==> config.mk <==
export PLATFORM = sky130hd
export DESIGN_NAME = runway_request_arbiter
export DESIGN_NICKNAME = d
export VERILOG_FILES = /design/src/rtl/runway_request_arbiter.sv
export SDC_FILE = /design/constraint.sdc
export NUM_CORES = 1
export LEC_CHECK = 0
export ABC_AREA = 1
export CAP_MARGIN = 15
export CORE_MARGIN = 1.5
export CORE_UTILIZATION = 52
export DETAILED_ROUTE_END_ITERATION = 6
export PLACE_DENSITY_LB_ADDON = 0.05
export SLEW_MARGIN = 20
export SYNTH_ARGS = -nofsm -noshare
export SYNTH_HDL_FRONTEND = slang
export SYNTH_SLANG_ARGS = --single-unit
==> constraint.sdc <==
create_clock -name clock -period 2.3 [get_ports clock]
set_input_delay 0.46 -clock clock [delete_from_list [all_inputs] [get_ports clock]]
set_output_delay 0.46 -clock clock [all_outputs]
set_load 0.05 [all_outputs]
==> src/rtl/runway_request_arbiter.sv <==
// runway_request_arbiter: queues plane clearance requests, locks a free runway per plane and forwards releases.
// Optional build macro EMERGENCY_SLOT_EN adds a 1-entry emergency slot served ahead of the FIFO.
module runway_request_arbiter #(
    parameter int DEPTH = 4,
    parameter int CNT_W = $clog2(DEPTH) + 1
) (
    input  logic             clock,
    input  logic             reset_n,
    input  logic             req_valid,
    output logic             req_ready,
    input  logic [3:0]       req_plane_id,
    input  logic             req_emergency,
    input  logic             rel_valid,
    input  logic             rel_runway_id,
    input  logic [3:0]       rel_plane_id,
    input  logic [1:0]       runway_active,
    output logic             lock,
    output logic             unlock,
    output logic             runway_id,
    output logic [3:0]       plane_id,
    output logic             grant_valid,
    output logic [3:0]       grant_plane_id,
    output logic             grant_runway_id,
    output logic [CNT_W-1:0] queue_count,
    output logic             lock_err
);
    localparam int PW = $clog2(DEPTH);
    localparam logic [CNT_W-1:0] FULL = CNT_W'(DEPTH);

    typedef enum logic [1:0] {IDLE, ISSUE, CONFIRM} state_t;

    state_t           state_q, state_d;
    logic [3:0]       mem_q [DEPTH];
    logic [PW-1:0]    wr_ptr_q, rd_ptr_q;
    logic [CNT_W-1:0] cnt_q;
    logic             rdy_en_q;
    logic             acc, pop, fifo_push, fifo_pop, head_v;
    logic [3:0]       head_pl;
    logic             lock_q, lock_d, unlock_q, unlock_d, rw_q, rw_d;
    logic             gnt_q, gnt_d, gnt_rw_q, gnt_rw_d, err_q, err_d;
    logic             pend_q, pend_d, pend_rw_q, pend_rw_d;
    logic [3:0]       pl_q, pl_d, gnt_pl_q, gnt_pl_d, pend_pl_q, pend_pl_d;

    assign acc = req_valid & req_ready;

`ifdef EMERGENCY_SLOT_EN
    logic       slot_q;
    logic [3:0] slot_pl_q;

    assign req_ready   = rdy_en_q & (req_emergency ? !slot_q : cnt_q != FULL);
    assign fifo_push   = acc & !req_emergency;
    assign fifo_pop    = pop & !slot_q;
    assign head_v      = slot_q | (cnt_q != '0);
    assign head_pl     = slot_q ? slot_pl_q : mem_q[rd_ptr_q];
    assign queue_count = cnt_q + CNT_W'(slot_q);

    // Emergency slot: filled by an accepted emergency request, emptied when served ahead of the FIFO
    always_ff @(posedge clock or negedge reset_n) begin
        if (!reset_n) begin
            slot_q    <= 1'b0;
            slot_pl_q <= '0;
        end else if (acc & req_emergency) begin
            slot_q    <= 1'b1;
            slot_pl_q <= req_plane_id;
        end else if (pop) begin
            slot_q    <= 1'b0;
        end
    end
`else
    logic unused_emergency;

    assign unused_emergency = req_emergency;
    assign req_ready        = rdy_en_q & (cnt_q != FULL);
    assign fifo_push        = acc;
    assign fifo_pop         = pop;
    assign head_v           = cnt_q != '0;
    assign head_pl          = mem_q[rd_ptr_q];
    assign queue_count      = cnt_q;
`endif

    // Request storage; contents need no reset because the pointers define validity
    always_ff @(posedge clock) begin
        if (fifo_push) mem_q[wr_ptr_q] <= req_plane_id;
    end

    // FIFO pointers and occupancy; ready comes up one cycle after reset release
    always_ff @(posedge clock or negedge reset_n) begin
        if (!reset_n) begin
            wr_ptr_q <= '0;
            rd_ptr_q <= '0;
            cnt_q    <= '0;
            rdy_en_q <= 1'b0;
        end else begin
            rdy_en_q <= 1'b1;
            if (fifo_push) wr_ptr_q <= wr_ptr_q + 1'b1;
            if (fifo_pop) rd_ptr_q <= rd_ptr_q + 1'b1;
            cnt_q <= cnt_q + CNT_W'(fifo_push) - CNT_W'(fifo_pop);
        end
    end

    // Next state: releases win in IDLE, otherwise pop the head onto the lowest free runway
    always_comb begin
        state_d   = state_q;
        pop       = 1'b0;
        lock_d    = 1'b0;
        unlock_d  = 1'b0;
        rw_d      = rw_q;
        pl_d      = pl_q;
        gnt_d     = 1'b0;
        gnt_rw_d  = gnt_rw_q;
        gnt_pl_d  = gnt_pl_q;
        err_d     = err_q;
        pend_d    = pend_q;
        pend_rw_d = pend_rw_q;
        pend_pl_d = pend_pl_q;
        case (state_q)
            IDLE: begin
                if (pend_q || rel_valid) begin
                    unlock_d = 1'b1;
                    rw_d     = pend_q ? pend_rw_q : rel_runway_id;
                    pl_d     = pend_q ? pend_pl_q : rel_plane_id;
                    pend_d   = 1'b0;
                end else if (head_v && !(&runway_active)) begin
                    pop     = 1'b1;
                    lock_d  = 1'b1;
                    rw_d    = runway_active[0];
                    pl_d    = head_pl;
                    state_d = ISSUE;
                end
            end
            ISSUE: state_d = CONFIRM;
            default: begin
                state_d = IDLE;
                if (runway_active[rw_q]) begin
                    gnt_d    = 1'b1;
                    gnt_rw_d = rw_q;
                    gnt_pl_d = pl_q;
                end else begin
                    err_d = 1'b1;
                end
            end
        endcase
        if (rel_valid && (state_q != IDLE || pend_q)) begin
            pend_d    = 1'b1;
            pend_rw_d = rel_runway_id;
            pend_pl_d = rel_plane_id;
        end
    end

    // State, pending release and registered manager/tower outputs
    always_ff @(posedge clock or negedge reset_n) begin
        if (!reset_n) begin
            state_q   <= IDLE;
            lock_q    <= 1'b0;
            unlock_q  <= 1'b0;
            rw_q      <= 1'b0;
            pl_q      <= '0;
            gnt_q     <= 1'b0;
            gnt_rw_q  <= 1'b0;
            gnt_pl_q  <= '0;
            err_q     <= 1'b0;
            pend_q    <= 1'b0;
            pend_rw_q <= 1'b0;
            pend_pl_q <= '0;
        end else begin
            state_q   <= state_d;
            lock_q    <= lock_d;
            unlock_q  <= unlock_d;
            rw_q      <= rw_d;
            pl_q      <= pl_d;
            gnt_q     <= gnt_d;
            gnt_rw_q  <= gnt_rw_d;
            gnt_pl_q  <= gnt_pl_d;
            err_q     <= err_d;
            pend_q    <= pend_d;
            pend_rw_q <= pend_rw_d;
            pend_pl_q <= pend_pl_d;
        end
    end

    assign lock            = lock_q;
    assign unlock          = unlock_q;
    assign runway_id       = rw_q;
    assign plane_id        = pl_q;
    assign grant_valid     = gnt_q;
    assign grant_plane_id  = gnt_pl_q;
    assign grant_runway_id = gnt_rw_q;
    assign lock_err        = err_q;
endmodule

==> results of run 1 <==
## layout make-up
| cell class | instances | share of cell area |
|---|---|---|
| clock buffer | 6 | 0.03135 |
| clock inverter | 2 | 0.004751 |
| sequential | 46 | 0.4689 |
| multi-input combinational | 125 | 0.2689 |
| timing repair buffer | 39 | 0.1416 |
| tap | 48 | 0.02280 |
| inverter | 43 | 0.06176 |
## flip-flops by register name, summed over array words and instances, names as in the netlist, 2 cells and up
name,count
mem_q,16
wr_ptr_q,2
plane_id,4
pend_pl_q,4
queue_count,3
grant_plane_id,4
rd_ptr_q,2
state_q,2
## layer usage
layer  up-vias  share of wire  GRT usage
met5         -              0          0
met4         0          0.013    0.06888
met3         5          0.044    0.04730
met2        28           0.48     0.3100
met1       682           0.46     0.2667
li1        757              -          -
## report_power, final
group	leakage [nW]	total [mW]	switching [mW]	internal, mW
registers	0.508	1.35	0.228	1.12
clock network	0.0472	0.502	0.261	0.242
logic	0.730	1.71	1.11	0.598
## cell usage after synthesis (3+ instances only)
cell	number	area (um2)
inv_2	3	11.26
inv_1	39	146.4
xor2_1	3	26.28
o21ai_1	5	25.02
dfrtp_1	30	750.7
a21oi_1	6	30.03
nand2_1	61	229.0
edfxtp_1	16	480.5
nor2_1	8	30.03
ha_1	6	75.07
nand3_1	12	60.06
o21ai_0	9	45.04
## final timing paths
kind | startpoint | end | cells past startpoint
hold / removal | grant_plane_id[0] | grant_plane_id[0] | 2
min in group asynchronous | reset_n | plane_id[2] | 2
setup / recovery | queue_count[0] | req_ready | 3
max in group asynchronous | reset_n | queue_count[0] | 2
setup reg to reg | queue_count[1] | queue_count[2] | 10
hold reg to reg | grant_plane_id[0] | grant_plane_id[0] | 2
## placed cells by master, fill, tap and decap left out, types with 2 or more instances in the layout
master           Yosys  final
nand2_1             61     61
inv_1               39     39
clkdlybuf4s50_1      0     32
dfrtp_1             30     27
edfxtp_1            16     16
nand3_1             12     12
o21ai_0              9      9
nor2_1               8      7
buf_4                1      7
a21oi_1              6      6
clkbuf_8             0      6
o21ai_1              5      5
ha_1                 6      5
nor2_4               2      3
nand2_4              2      3
inv_2                3      3
xor2_1               3      3
dfrtp_2              0      3
clkinv_2             1      2
nand3_2              2      2
## critical path, delay by kind of cell, from the launching register on
kind / cells / cell delay [ns]
flops: 1 / 0.42
buf+inv: 1 / 0.82
simple gates: 1 / 0.06
compound gates: 1 / 0.18
## cells by family after synthesis
kind of cell / share of synthesized area
adder cells (fa/ha/maj): 0.04535
buffers and inverters: 0.09188
AND/OR/NAND/NOR: 0.1975
XOR/XNOR: 0.01671
AO/OA/AOI/OAI: 0.05967
other: 0.001788
flip-flops: 0.5871
## metrics by stage
step                utilization  power, mW  instances
global route             0.6984      3.821        309
finish                   0.6984      3.561        309
floorplan                     -      2.575        217
CTS                      0.6984      3.603        309
global placement         0.6732      3.051        301
detailed placement       0.6732      3.094        301
==> results.sh, run 1 <==
export IMPL_cts_max_level=2
export IMPL_drtAntennaViolNets=0
export IMPL_dr_pass1_iters=4
export IMPL_cts_sinks=46
export IMPL_synth_nets=240
export IMPL_grt_pass1_vias=1384
export IMPL_status="complete, no violations"
export IMPL_hold_path_class="reg -> reg"
export IMPL_setup_violations=0
export IMPL_r2r_slack_ns=0.18
export IMPL_synthCells=217
export IMPL_gr_total_overflow=0
export IMPL_tns_ns=0
export IMPL_crit_type="reg -> out"
export IMPL_tightest_slew_ns=0.5157
export IMPL_grt_max_degree=31
export IMPL_die_area_mm2=0.004423
export IMPL_cts_made_buffers=5
export IMPL_cts_root_buf="clkbuf_8"
export IMPL_die_y_um=66.51
export IMPL_final_area_mm2=0.002634
export IMPL_ys_async_sr_fraction=0.6522
export IMPL_cellPowerDensity_mw_per_mm2=1352
export IMPL_grt_pass1_wl_um=6320
export IMPL_clk_latency_ns=0.29
export IMPL_rows=22
export IMPL_core_area_mm2=0.003771
export IMPL_drt_wl_total_um=3710
export IMPL_gp_congestion=0.7776
export IMPL_ys_flop_type="dfrtp_1"
export IMPL_maxSlewViolCount=0
export IMPL_avgSynthCellArea_um2=9.664
export IMPL_clock_path_buffers=2
export IMPL_via_per_inst=4.764
export IMPL_synth_edf_count=16
export IMPL_postPlaceCellArea_mm2=0.002539
export IMPL_synth_cell_area_mm2=0.002097
export IMPL_num_io_pins=34
export IMPL_cts_resized=0
export IMPL_max_freq_mhz=449.5
export IMPL_diodes=0
export IMPL_cp_start_kind="flip-flop"
export IMPL_track_usage=0.1966
export IMPL_drv_cap=0
export IMPL_yosys_warnings=0
export IMPL_critPathSlowestCell="clkdlybuf4s50_1"
export IMPL_min_period_ns=2.225
export IMPL_start_util=0.5561
export IMPL_final_layout_size_suffix_gt1_frac=0.1341
export IMPL_peakVddDrop_mv=0.9108
export IMPL_pre_cts_ws_ns=-0.1714
export IMPL_path_cells="nor2_4, a21boi_4, clkdlybuf4s50_1"
export IMPL_holdBufCountCts=0
export IMPL_grt_setup_unrepaired="false"
export IMPL_crit_fanout=4
export IMPL_cts_tree="done"
export IMPL_vias=1472
export IMPL_hold_viol_final=0
export IMPL_drt_initial_drc_count=63
export IMPL_arrival_ns=1.76
export IMPL_antenna_found_initial=0
export IMPL_fill_cells=310
export IMPL_drc=0
export IMPL_yosysUniqueCellTypes=27
export IMPL_clk_pin_slew_ns=0.09
export IMPL_die_width_um=66.51
export IMPL_synth_seq_cells=46
export IMPL_period_share=0.9673
export IMPL_area_growth_pct=25.60
export IMPL_leakagePower_nw=1.285
export IMPL_seqCellArea_mm2=0.001235
export IMPL_avgRoutedWirePerCell_um=12.01
export IMPL_endpoint_kind="primary output"
export IMPL_cp_required_ns=1.84
export IMPL_setup_slack_ns=0.07517
export IMPL_ys_seq_area_frac=0.5871
export IMPL_portBuffers=32
export IMPL_hpwl_um=2725
export IMPL_nNetsFinal=283
export IMPL_critPathMaxStageDelay_ns=0.82
export IMPL_slew_headroom=0.6551
export IMPL_fin_worst_skew_ns=0.007471
export IMPL_holdWs_ns=0.4841
export IMPL_cts_setup_buffers=0
export IMPL_multiInputGateArea_um2=708.2
No activity file was read; power rests on OpenSTA's default activity.
==> run 2: changes to the inputs <==
Clock period 2.3 ns to 2.4 ns, I/O delays scaled along.
==> run 2 against run 1 <==
Against the previous run: register-to-register slack improved by 0.12 ns; via count fell by 0.61%; clock skew decreased by 0.0021 ns; total power down 5.2%; flip-flop and latch count unchanged; setup slack gained 0.069 ns; count of clock-buffer cells in the layout rose by 2; critical path depth is the same; cell count is the same; cell area fell by 0.57%.
==> results.sh, run 2 (synthesis results as in run 1) <==
export IMPL_clock_path_buffers=2
export IMPL_grt_max_degree=31
export IMPL_cts_setup_buffers=0
export IMPL_leakagePower_nw=1.278
export IMPL_endpoint_kind="primary output"
export IMPL_portBuffers=32
export IMPL_track_usage=0.1993
export IMPL_crit_fanout=4
export IMPL_fill_cells=320
export IMPL_start_util=0.5561
export IMPL_fin_worst_skew_ns=0.005356
export IMPL_drtAntennaViolNets=0
export IMPL_cts_max_level=2
export IMPL_holdWs_ns=0.4819
export IMPL_cts_resized=0
export IMPL_vias=1463
export IMPL_num_io_pins=34
export IMPL_dr_pass1_iters=4
export IMPL_gp_congestion=0.7623
export IMPL_drv_cap=0
export IMPL_final_area_mm2=0.002619
export IMPL_status="complete, no violations"
export IMPL_final_util=0.6944
export IMPL_peakVddDrop_mv=0.7738
export IMPL_min_period_ns=2.256
export IMPL_clk_latency_ns=0.30
export IMPL_die_y_um=66.51
export IMPL_crit_type="reg -> out"
export IMPL_cts_sinks=46
export IMPL_cellPowerDensity_mw_per_mm2=1290
export IMPL_hold_path_class="reg -> reg"
export IMPL_final_cell_mix="61 x nand2_1, 39 x inv_1, 32 x clkdlybuf4s50_1"
export IMPL_dp_cells=301
export IMPL_cp_start_kind="flip-flop"
export IMPL_diodes=0
export IMPL_drt_initial_drc_count=78
export IMPL_drt_wl_total_um=3812
export IMPL_grt_pass1_wl_um=6375
export IMPL_top_register="mem_q"
export IMPL_gr_total_overflow=0
export IMPL_hpwl_um=2855
export IMPL_layout_commonest_cell="nand2_1"
export IMPL_nNetsFinal=283
export IMPL_setup_violations=0
export IMPL_grt_pass1_vias=1386
export IMPL_final_cells=309
export IMPL_cp_required_ns=1.92
export IMPL_die_area_mm2=0.004423
export IMPL_drc=0
export IMPL_arrival_ns=1.78
export IMPL_cts_root_buf="clkbuf_8"
export IMPL_finalPower_mw=3.377
export IMPL_cts_made_buffers=5
export IMPL_core_area_mm2=0.003771
export IMPL_slew_headroom=0.6650
export IMPL_max_freq_mhz=443.2
export IMPL_tightest_slew_ns=0.5009
export IMPL_hold_viol_final=0
export IMPL_holdBufCountCts=0
export IMPL_postPlaceCellArea_mm2=0.002539
export IMPL_maxSlewViolCount=0
export IMPL_clk_pin_slew_ns=0.07
export IMPL_pre_cts_ws_ns=-0.1029
export IMPL_avgRoutedWirePerCell_um=12.34
export IMPL_area_growth_pct=24.88
export IMPL_tns_ns=0
export IMPL_period_share=0.9401
export IMPL_largest_reg_flops=16
export IMPL_cts_tree="done"
export IMPL_rows=22
export IMPL_die_width_um=66.51
export IMPL_via_per_inst=4.735
export IMPL_final_layout_size_suffix_gt1_frac=0.1226
export IMPL_antenna_found_initial=0
export IMPL_setup_slack_ns=0.1437
export IMPL_grt_setup_unrepaired="false"
[run 2: cell types whose count changed in the layout (fill, tap and decap cells not counted)]
| cell | delta |
|---|---|
| clkinv_2 | -1 |
| clkbuf_8 | -1 |
| clkinvlp_4 | -1 |
| clkbuf_1 | +3 |
[run 2: worst max-delay path, stage by stage, from the launching register on]
cell and delay, ns:
dfrtp_2 0.43, nor2_4 0.05, a21boi_4 0.18, clkdlybuf4s50_1 0.82
[run 2: layout make-up]
type                            instances  area [um2]  area share
Inverter                               43       162.7     0.06211
Tap cell                               48       60.06     0.02293
Timing Repair Buffer                   39       372.9      0.1424
Multi-Input combinational cell        125       708.2      0.2704
Sequential cell                        46        1235      0.4716
Clock buffer                            8       80.08     0.03058
[run 2: worst paths after layout]
check / slack, ns / cells after the start / from / to
max: 0.14 / 3 / queue_count[1] / req_ready
min: 0.48 / 2 / grant_plane_id[3] / grant_plane_id[3]
max reg2reg: 0.30 / 10 / queue_count[1] / queue_count[2]
min reg2reg: 0.48 / 2 / grant_plane_id[3] / grant_plane_id[3]
max in group asynchronous: 1.54 / 2 / reset_n / queue_count[2]
min in group asynchronous: 0.55 / 2 / reset_n / pend_pl_q[2]
[run 2: where the power goes]
group	switching, mW	internal, mW	leakage [nW]	total [mW]
clock	0.241	0.207	0.0395	0.448
combinational	1.07	0.572	0.730	1.64
sequential	0.213	1.07	0.508	1.29
total	1.52	1.85	1.28	3.38
[run 2: metal layers]
| metal | global-route usage | vias up | wire, um | share of wire |
|---|---|---|---|---|
| met2 | 0.3088 | 24 | 1772 | 0.46 |
| li1 | - | 752 | - | - |
| met5 | 0 | - | 0 | 0 |
| met1 | 0.2587 | 682 | 1802 | 0.47 |
| met4 | 0.08418 | 0 | 67 | 0.018 |
| met3 | 0.06250 | 5 | 170 | 0.045 |
